$ cat src/rtl/pdn_pkg.sv
// Shared definitions for the power-rail sequencer: FSM state encoding,
// default timing constants and a lowest-index priority helper.
package pdn_pkg;

    typedef enum logic [2:0] {
        ST_OFF       = 3'd0,
        ST_UP_WAIT   = 3'd1,
        ST_UP_SETTLE = 3'd2,
        ST_ON        = 3'd3,
        ST_DOWN_DLY  = 3'd4,
        ST_FLT_DOWN  = 3'd5,
        ST_FAULT     = 3'd6
    } pdn_state_e;

    localparam int DEF_NUM_RAILS   = 6;
    localparam int DEF_TIMEOUT_CYC = 1000;
    localparam int DEF_SETTLE_CYC  = 16;
    localparam int DEF_OFF_DLY_CYC = 16;

    // Index of the lowest set bit; 0 when no bit is set.
    function automatic logic [2:0] lowest_set(input logic [7:0] v);
        logic [2:0] r;
        r = '0;
        for (int i = 7; i >= 0; i--) begin
            if (v[i]) r = 3'(i);
        end
        return r;
    endfunction

endpackage

$ cat src/rtl/pdn_sync2.sv
// Two-flop synchronizer bank for asynchronous status inputs; every bit is
// synchronized independently and resets to 0.
module pdn_sync2 #(
    parameter int WIDTH = 1
) (
    input  logic             clk,
    input  logic             rst_n,
    input  logic [WIDTH-1:0] d,
    output logic [WIDTH-1:0] q
);

    logic [WIDTH-1:0] meta;

    always_ff @(posedge clk or negedge rst_n) begin
        if (!rst_n) begin
            meta <= '0;
            q    <= '0;
        end else begin
            meta <= d;
            q    <= meta;
        end
    end

endmodule

$ cat src/rtl/pdn_rail_sequencer.sv
// Power-rail sequencer: enables rails one at a time in ascending order,
// waiting for power-good and a settle period per rail, and shuts them down
// in reverse order with a discharge delay, on request or on a rail fault.
module pdn_rail_sequencer
    import pdn_pkg::*;
#(
    parameter int NUM_RAILS   = DEF_NUM_RAILS,
    parameter int TIMEOUT_CYC = DEF_TIMEOUT_CYC,
    parameter int SETTLE_CYC  = DEF_SETTLE_CYC,
    parameter int OFF_DLY_CYC = DEF_OFF_DLY_CYC
) (
    input  logic                 clk,
    input  logic                 rst_n,
    input  logic                 pwr_req,
    input  logic                 fault_clr,
    input  logic [NUM_RAILS-1:0] pgood,
    output logic [NUM_RAILS-1:0] rail_en,
    output logic                 all_good,
    output logic                 busy,
    output logic                 fault,
    output logic [2:0]           fault_rail
);

    localparam int CW = $clog2(TIMEOUT_CYC + 1);
    localparam logic [CW-1:0] CNT_MAX      = '1;
    localparam logic [CW-1:0] TIMEOUT_VAL  = CW'(TIMEOUT_CYC);
    localparam logic [CW-1:0] SETTLE_LAST  = CW'(SETTLE_CYC - 1);
    localparam logic [CW-1:0] OFF_DLY_LAST = CW'(OFF_DLY_CYC - 1);
    localparam logic [2:0]    TOP_IDX      = 3'(NUM_RAILS - 1);

    pdn_state_e           state, state_d;
    logic [2:0]           idx, idx_d;
    logic [CW-1:0]        cnt, cnt_d;
    logic [NUM_RAILS-1:0] rail_en_d;
    logic [NUM_RAILS-1:0] pg_s;
    logic [NUM_RAILS-1:0] lost;
    logic [7:0]           lost_w;
    logic                 fault_d;
    logic [2:0]           fault_rail_d;
    logic                 restart;

    pdn_sync2 #(.WIDTH(NUM_RAILS)) u_sync (
        .clk   (clk),
        .rst_n (rst_n),
        .d     (pgood),
        .q     (pg_s)
    );

    // An enabled rail whose synchronized power-good is low.
    assign lost = rail_en & ~pg_s;

    always_comb begin
        lost_w                  = '0;
        lost_w[NUM_RAILS-1:0]   = lost;
    end

    assign all_good = (state == ST_ON);
    assign busy     = (state inside {ST_UP_WAIT, ST_UP_SETTLE, ST_DOWN_DLY, ST_FLT_DOWN});

    always_comb begin
        state_d      = state;
        idx_d        = idx;
        rail_en_d    = rail_en;
        fault_d      = fault;
        fault_rail_d = fault_rail;
        restart      = 1'b0;

        case (state)
            ST_OFF: begin
                if (pwr_req) begin
                    state_d      = ST_UP_WAIT;
                    idx_d        = '0;
                    rail_en_d[0] = 1'b1;
                end
            end

            ST_UP_WAIT: begin
                if (!pg_s[idx] && cnt == TIMEOUT_VAL) begin
                    state_d        = ST_FLT_DOWN;
                    fault_d        = 1'b1;
                    fault_rail_d   = idx;
                    rail_en_d[idx] = 1'b0;
                end else if (!pwr_req) begin
                    state_d        = ST_DOWN_DLY;
                    rail_en_d[idx] = 1'b0;
                end else if (pg_s[idx]) begin
                    state_d = ST_UP_SETTLE;
                end
            end

            ST_UP_SETTLE: begin
                if (|lost) begin
                    state_d        = ST_FLT_DOWN;
                    fault_d        = 1'b1;
                    fault_rail_d   = lowest_set(lost_w);
                    rail_en_d[idx] = 1'b0;
                end else if (!pwr_req) begin
                    state_d        = ST_DOWN_DLY;
                    rail_en_d[idx] = 1'b0;
                end else if (cnt == SETTLE_LAST) begin
                    if (idx < TOP_IDX) begin
                        state_d                 = ST_UP_WAIT;
                        idx_d                   = idx + 3'd1;
                        rail_en_d[idx + 3'd1]   = 1'b1;
                    end else begin
                        state_d = ST_ON;
                    end
                end
            end

            ST_ON: begin
                if (|lost) begin
                    state_d            = ST_FLT_DOWN;
                    fault_d            = 1'b1;
                    fault_rail_d       = lowest_set(lost_w);
                    idx_d              = TOP_IDX;
                    rail_en_d[TOP_IDX] = 1'b0;
                end else if (!pwr_req) begin
                    state_d            = ST_DOWN_DLY;
                    idx_d              = TOP_IDX;
                    rail_en_d[TOP_IDX] = 1'b0;
                end
            end

            // Both shutdown flavours share the reverse walk; only the exit differs.
            ST_DOWN_DLY, ST_FLT_DOWN: begin
                if (cnt == OFF_DLY_LAST) begin
                    if (idx != 3'd0) begin
                        idx_d                 = idx - 3'd1;
                        rail_en_d[idx - 3'd1] = 1'b0;
                        restart               = 1'b1;
                    end else begin
                        state_d = (state == ST_DOWN_DLY) ? ST_OFF : ST_FAULT;
                    end
                end
            end

            ST_FAULT: begin
                rail_en_d = '0;
                if (fault_clr) begin
                    state_d      = ST_OFF;
                    fault_d      = 1'b0;
                    fault_rail_d = '0;
                end
            end

            default: begin
                state_d   = ST_OFF;
                rail_en_d = '0;
            end
        endcase

        cnt_d = (cnt == CNT_MAX) ? cnt : cnt + CW'(1);
        if (restart || state_d != state) cnt_d = '0;
    end

    always_ff @(posedge clk or negedge rst_n) begin
        if (!rst_n) begin
            state      <= ST_OFF;
            idx        <= '0;
            cnt        <= '0;
            rail_en    <= '0;
            fault      <= 1'b0;
            fault_rail <= '0;
        end else begin
            state      <= state_d;
            idx        <= idx_d;
            cnt        <= cnt_d;
            rail_en    <= rail_en_d;
            fault      <= fault_d;
            fault_rail <= fault_rail_d;
        end
    end

endmodule

$ cat config.mk
export PLATFORM = sky130hd
export DESIGN_NAME = pdn_rail_sequencer
export DESIGN_NICKNAME = d
export VERILOG_FILES = /design/src/rtl/pdn_pkg.sv /design/src/rtl/pdn_sync2.sv /design/src/rtl/pdn_rail_sequencer.sv
export SDC_FILE = /design/constraint.sdc
export NUM_CORES = 1
export LEC_CHECK = 0
export CELL_PAD_IN_SITES_DETAIL_PLACEMENT = 1
export CELL_PAD_IN_SITES_GLOBAL_PLACEMENT = 1
export CORE_ASPECT_RATIO = 1.2
export CORE_MARGIN = 2
export CORE_UTILIZATION = 40
export CTS_BUF_LIST = sky130_fd_sc_hd__clkbuf_4 sky130_fd_sc_hd__clkbuf_8
export DETAILED_ROUTE_END_ITERATION = 12
export PLACE_DENSITY_LB_ADDON = 0.12
export SKIP_LAST_GASP = 1
export SYNTH_ARGS = -nofsm -noshare
export SYNTH_HDL_FRONTEND = slang
export SYNTH_SLANG_ARGS = --single-unit
$ cat constraint.sdc
create_clock -name clk -period 3.45 [get_ports clk]
set_clock_uncertainty 0.05 [all_clocks]
set_input_delay 0.69 -clock clk [delete_from_list [all_inputs] [get_ports clk]]
set_output_delay 0.69 -clock clk [all_outputs]
set_load 0.01 [all_outputs]
==> results of run 1 <==
-- how the worst max path moves through the flow --
stage,to,startpoint,slack (ns)
3_3_place_gp,rail_en[5],pwr_req,0.72
2_1_floorplan,cnt[0],idx[0],1.26
4_1_cts,busy,state[1],0.50
5_1_grt,busy,state[0],0.38
3_5_place_dp,rail_en[5],pwr_req,0.62
6_report,busy,state[0],0.47
-- power by group --
part	internal, mW	switching [mW]	total [mW]
clock network	0.290	0.179	0.469
logic	0.437	0.647	1.08
registers	0.521	0.130	0.651
-- cell families after synthesis --
| logic type | Yosys count | synth area share |
|---|---|---|
| buffers and inverters | 21 | 0.0360 |
| and+or+nand+nor | 115 | 0.279 |
| muxes | 11 | 0.0487 |
| AOI/OAI and AO/OA | 73 | 0.201 |
| DFF | 38 | 0.385 |
| adders and majority gates | 5 | 0.0254 |
| xor gates and xnor gates | 7 | 0.0248 |
-- cell type report --
| type | count | area (µm²) | share of cell area |
|---|---|---|---|
| multi-input combinational | 211 | 1430 | 0.496 |
| sequential | 38 | 951 | 0.331 |
| timing repair buffer | 24 | 228 | 0.0792 |
| tap | 82 | 103 | 0.0357 |
| clock buffer | 5 | 68.8 | 0.0239 |
| clock inverter | 3 | 68.8 | 0.0239 |
| inverter | 8 | 30.0 | 0.0104 |
-- per-stage QoR --
step / setup slack [ns] / instance area, µm² / util
final: 0.474 / 2880 / 0.478
after detailed placement: 0.624 / 2740 / 0.456
after CTS: 0.499 / 2880 / 0.478
after global routing: 0.380 / 2880 / 0.478
after floorplan: 1.26 / 2470 / -
after global placement: 0.715 / 2740 / 0.456
-- worst reg2reg max path, delay by kind of cell (launching register included) --
family / cells / cell delay, ns
DFF: 1 / 0.34
AOI/OAI and AO/OA: 2 / 0.68
and+or+nand+nor: 3 / 0.79
adders and majority gates: 1 / 0.21
buffers and inverters: 2 / 0.43
-- flip-flops by register name, summed over array words and instances, names as in the netlist --
| register | flops |
|---|---|
| cnt | 10 |
| fault | 1 |
| fault_rail | 3 |
| idx | 3 |
| rail_en | 6 |
| state | 3 |
| u_sync.meta | 6 |
| u_sync.q | 6 |
-- Yosys cell counts, drive strengths merged (7+ instances only) --
| master | n |
|---|---|
| nand3 | 10 |
| o31ai | 9 |
| nor4 | 14 |
| nor3 | 9 |
| buf | 7 |
| nor2 | 14 |
| dfrtp | 38 |
| a21oi | 16 |
| o21ai | 23 |
| nand2b | 17 |
| nand2 | 18 |
| inv | 8 |
-- layer usage --
metal	GRT usage	vias up	wire, µm
met5	0	-	0
met4	0.0468	0	80
met3	0.0336	6	191
met2	0.382	39	3750
met1	0.303	1076	3130
li1	-	1049	-
==> flow_metrics.py, run 1 <==
metrics = {
    "run_status": {
        "status": "completed",
    },
    "worst_setup_path": {
        "cp_slowest_cell": "dfrtp_1",
        "critPathCaptureType": "output pin",
        "slowest_delay_ns": 0.64,
        "cp.depth": 5,
        "path_cells": "nand2b_1 > a21oi_1 > buf_4 > or2_2 > clkdlybuf4s50_1",
        "start_kind": "flop",
        "cpLargestDelayFamily": "buffers and inverters",
        "required_ns": 2.71,
        "reg2regPathDepth": 8,
        "worst-path-buf-inv": 2,
        "cp.arrival_ns": 2.24,
        "path_max_fanout": 15,
        "critPathKind": "flop to output pin",
        "worstReg2RegEnd": "cnt[4]",
        "r2r_slack_ns": 0.85,
        "timing.rr.start": "idx[0]",
    },
    "die": {
        "start_util": 0.410,
        "dieHeight_um": 90.0,
        "core_mm2": 0.00601,
        "num_rows": 31,
        "die_area_mm2": 0.00682,
        "io_pins": 22,
        "die_w_um": 75.7,
    },
    "synthesis": {
        "ys_seq_area_frac": 0.385,
        "synth_top_area_share": 0.385,
        "synth_area_leaders": "dfrtp_1 (39%), o21ai_0 (4.7%), nand2b_1 (4.3%)",
        "synthCells": 270,
        "synth_edf_count": 0,
        "syn_area_per_cell_um2": 9.14,
        "synth_cell_types": 58,
        "yosysWarnings": 0,
        "synth_nets": 285,
        "synth_top_cell_by_area": "dfrtp_1",
        "ys.flop_type": "dfrtp_1",
        "syn_area_mm2": 0.00247,
        "synth_seq_cells": 38,
        "synthArstFlopShare": 1.00,
    },
    "clocking": {
        "clk_pin_slew_worst_paths_ns": 0.09,
        "clockBufferDepth": 2,
        "cts_root_buf": "clkbuf_8",
        "cts-hold-fix-buffers": 0,
        "clock-sinks": 38,
        "cts_max_level": 2,
        "postCtsSetupRepairBufs": 0,
        "insertion_delay_ns": 0.30,
        "cts_inserted_buffers": 5,
        "cts_tree": "done",
        "cts.repair.resized": 0,
    },
    "timing": {
        "rsz0062_at_grt": "no",
        "relSlewSlack": 0.411,
        "fin_hold_ws_ns": 0.302,
        "tightest_slew_ns": 0.884,
        "tns_ns": 0,
        "layout_min_cycle_time_ns": 2.98,
        "fin_crit_sh": 0.863,
        "hold_violations": 0,
        "setup_viol": 0,
        "fmax_mhz": 336,
        "slew_viol_final": 0,
    },
    "drt": {
        "firstDrtPassIters": 4,
        "ant_nets": 0,
        "viasPerCell": 5.85,
        "drt_iter0_markers": 115,
        "finalWirelength_um": 7150,
        "drc": 0,
        "dr_total_vias": 2170,
        "wl_per_cell_um": 19.3,
    },
    "finish": {
        "diodes": 0,
        "area_growth_pct": 16.6,
        "n_fill_cell": 713,
        "final_cell_mix": "dfrtp_1 (38), o21ai_0 (23), clkdlybuf4s50_1 (20)",
        "final_common_cell": "dfrtp_1",
        "finalNetCount": 303,
        "final_cells": 371,
        "drive_gt1_frac": 0.114,
    },
    "power": {
        "report.power.total_mw": 2.20,
        "ir_drop_mv": 0.270,
        "power_density_mw_per_mm2": 766,
        "p_leak_nw": 1.17,
    },
    "placement": {
        "placed_cells": 363,
        "gp_congestion": 0.870,
        "place_hpwl_um": 5220,
        "portBuffers": 21,
    },
    "worst_hold_path": {
        "whs_endpoint": "u_sync.q[2]",
        "worstHoldPathType": "flop to flop",
        "hp-start": "u_sync.meta[2]",
        "hold_depth": 0,
    },
    "global_routing": {
        "grt_use_total": 0.226,
        "grt_pass1_wl_um": 11900,
        "grt_max_degree": 39,
        "first_global_vias": 2248,
        "gr-total-overflow": 0,
        "antenna_found_initial": 0,
    },
    "flow_run": {
        "drv_cap": 0,
    },
}
Power figures use the tool's default switching activity.
==> run 2: changes to the inputs <==
==> constraint.sdc (replaced) <==
create_clock -name clk -period 2.4 [get_ports clk]
set_clock_uncertainty 0.05 [all_clocks]
set_input_delay 0.48 -clock clk [delete_from_list [all_inputs] [get_ports clk]]
set_output_delay 0.48 -clock clk [all_outputs]
set_load 0.01 [all_outputs]
==> run 2 against run 1 <==
Compared with the run above: sequential share of layout area decreased by 2.5 points; global-route usage grew 1.5 points; critical path depth fell by 1; critical endpoint unchanged.
==> flow_metrics.py, run 2 (synthesis gave the netlist of run 1 again) <==
metrics = {
    "timing": {
        "tightest_slew_ns": 0.480,
        "rsz0062_at_grt": "yes",
        "relSlewSlack": 0.677,
        "setup_viol": 0,
        "fmax_mhz": 428,
        "fin_crit_sh": 0.973,
        "slew_viol_final": 0,
        "fin_hold_ws_ns": 0.0329,
        "hold_violations": 0,
        "layout_min_cycle_time_ns": 2.34,
        "fin_ws_ns": 0.0650,
        "tns_ns": 0,
    },
    "worst_hold_path": {
        "worstHoldPathType": "input port to asynchronous set/reset pin",
    },
    "worst_setup_path": {
        "slowest_delay_ns": 0.49,
        "critPathKind": "flop to output pin",
        "timing.rr.start": "cnt[1]",
        "r2r_slack_ns": 0.16,
        "critPathLaunch": "state[2]",
        "required_ns": 1.87,
        "worstReg2RegEnd": "cnt[2]",
        "cp_slowest_cell": "clkdlybuf4s50_1",
        "path_cells": "buf_4 > a21oi_2 > or2_2 > clkdlybuf4s50_1",
        "reg2regPathDepth": 8,
        "endpoint": "busy",
        "critPathCaptureType": "output pin",
        "start_kind": "flop",
        "cp.arrival_ns": 1.81,
        "path_max_fanout": 9,
    },
    "global_routing": {
        "first_global_vias": 2364,
        "grt_use_total": 0.241,
        "grt_max_degree": 25,
        "antenna_found_initial": 0,
        "grt_pass1_wl_um": 12400,
        "gr-total-overflow": 0,
    },
    "finish": {
        "area_growth_pct": 26.9,
        "register_area_um2": 956,
        "largest_reg_flops": 10,
        "finish.instance_area_mm2": 0.00313,
        "final_common_cell": "dfrtp_1",
        "drive_gt1_frac": 0.227,
        "diodes": 0,
        "final_cell_mix": "dfrtp_1 (34), buf_4 (26), o21ai_0 (23)",
        "finalNetCount": 327,
        "multiInputGateArea_mm2": 0.00148,
        "n_fill_cell": 701,
        "regMostFlops": "cnt",
    },
    "run_status": {
        "status": "completed",
    },
    "drt": {
        "drc": 0,
        "wl_per_cell_um": 18.8,
        "viasPerCell": 5.76,
        "drt_iter0_markers": 82,
        "finalWirelength_um": 7410,
        "ant_nets": 0,
        "firstDrtPassIters": 4,
        "dr_total_vias": 2277,
    },
    "die": {
        "start_util": 0.410,
        "core_mm2": 0.00601,
        "die_w_um": 75.7,
        "die_area_mm2": 0.00682,
        "io_pins": 22,
        "dieHeight_um": 90.0,
        "num_rows": 31,
    },
    "placement": {
        "placed_area_mm2": 0.00288,
        "gp_congestion": 0.886,
        "portBuffers": 21,
        "post-place-ws_ns": 0.00371,
        "place_hpwl_um": 5610,
    },
    "clocking": {
        "cts_max_level": 2,
        "clock-sinks": 38,
        "insertion_delay_ns": 0.30,
        "clockBufferDepth": 2,
        "clk_pin_slew_worst_paths_ns": 0.09,
        "cts_root_buf": "clkbuf_8",
        "cts_tree": "done",
        "cts_inserted_buffers": 5,
    },
    "flow_run": {
        "drv_cap": 0,
    },
    "power": {
        "power_density_mw_per_mm2": 1120,
        "p_leak_nw": 1.29,
        "ir_drop_mv": 0.481,
    },
}
[run 2: cell types whose count changed in the layout (fill, tap and decap cells not counted), sizes merged]
cell  delta
buf     +24
[run 2: how the worst min path moves through the flow]
stage	slack, ns	start	endpoint
after floorplan	0.13	rst_n	cnt[0]
after global placement	0.28	u_sync.meta[4]	u_sync.q[4]
after detailed placement	0.29	u_sync.meta[5]	u_sync.q[5]
after CTS	0.05	rst_n	rail_en[0]
after global routing	0.06	rst_n	rail_en[0]
final	0.03	rst_n	state[2]
[run 2: what timing repair did]
| action | in CTS | in global routing |
|---|---|---|
| resized for setup | 3 | 13 |
| hold buffers | 0 | 0 |
| setup endpoints to repair | 1 | 17 |
| buffers inserted | 1 | 4 |
| pin swaps | 1 | 2 |
| endpoints found under the hold margin | 0 | 0 |
[run 2: layer usage]
layer | vias to the layer above | track usage | share of wire
met5 | - | 0 | 0
met1 | 1147 | 0.326 | 0.44
met4 | 0 | 0.0819 | 0.020
met2 | 33 | 0.385 | 0.51
li1 | 1086 | - | -
met3 | 11 | 0.0381 | 0.026
[run 2: report_power, final]
part           leakage [nW]  internal (mW)  switching [mW]
clock                0.0683          0.417           0.262
sequential            0.481          0.756           0.140
combinational         0.743          0.836            1.08
total                  1.29           2.01            1.49
[run 2: stage by stage]
| step | util | cells | total power, mW |
|---|---|---|---|
| after floorplan | - | 270 | 2.01 |
| after global placement | 0.479 | 382 | 2.60 |
| after detailed placement | 0.479 | 382 | 2.62 |
| after CTS | 0.504 | 391 | 3.33 |
| after global routing | 0.521 | 395 | 3.75 |
| final | 0.521 | 395 | 3.50 |
[run 2: cell type report]
type,count,share of cell area
inverter,8,0.00959
sequential,38,0.305
timing repair buffer,48,0.134
clock buffer,5,0.0220
clock inverter,3,0.0220
multi-input combinational,211,0.474
tap,82,0.0328
[run 2: critical path: cells and delay by family, from the launching register on]
family | cells | cell delay (ns)
AOI/OAI and AO/OA | 1 | 0.05
buffers and inverters | 2 | 0.69
DFF | 1 | 0.45
and+or+nand+nor | 1 | 0.31
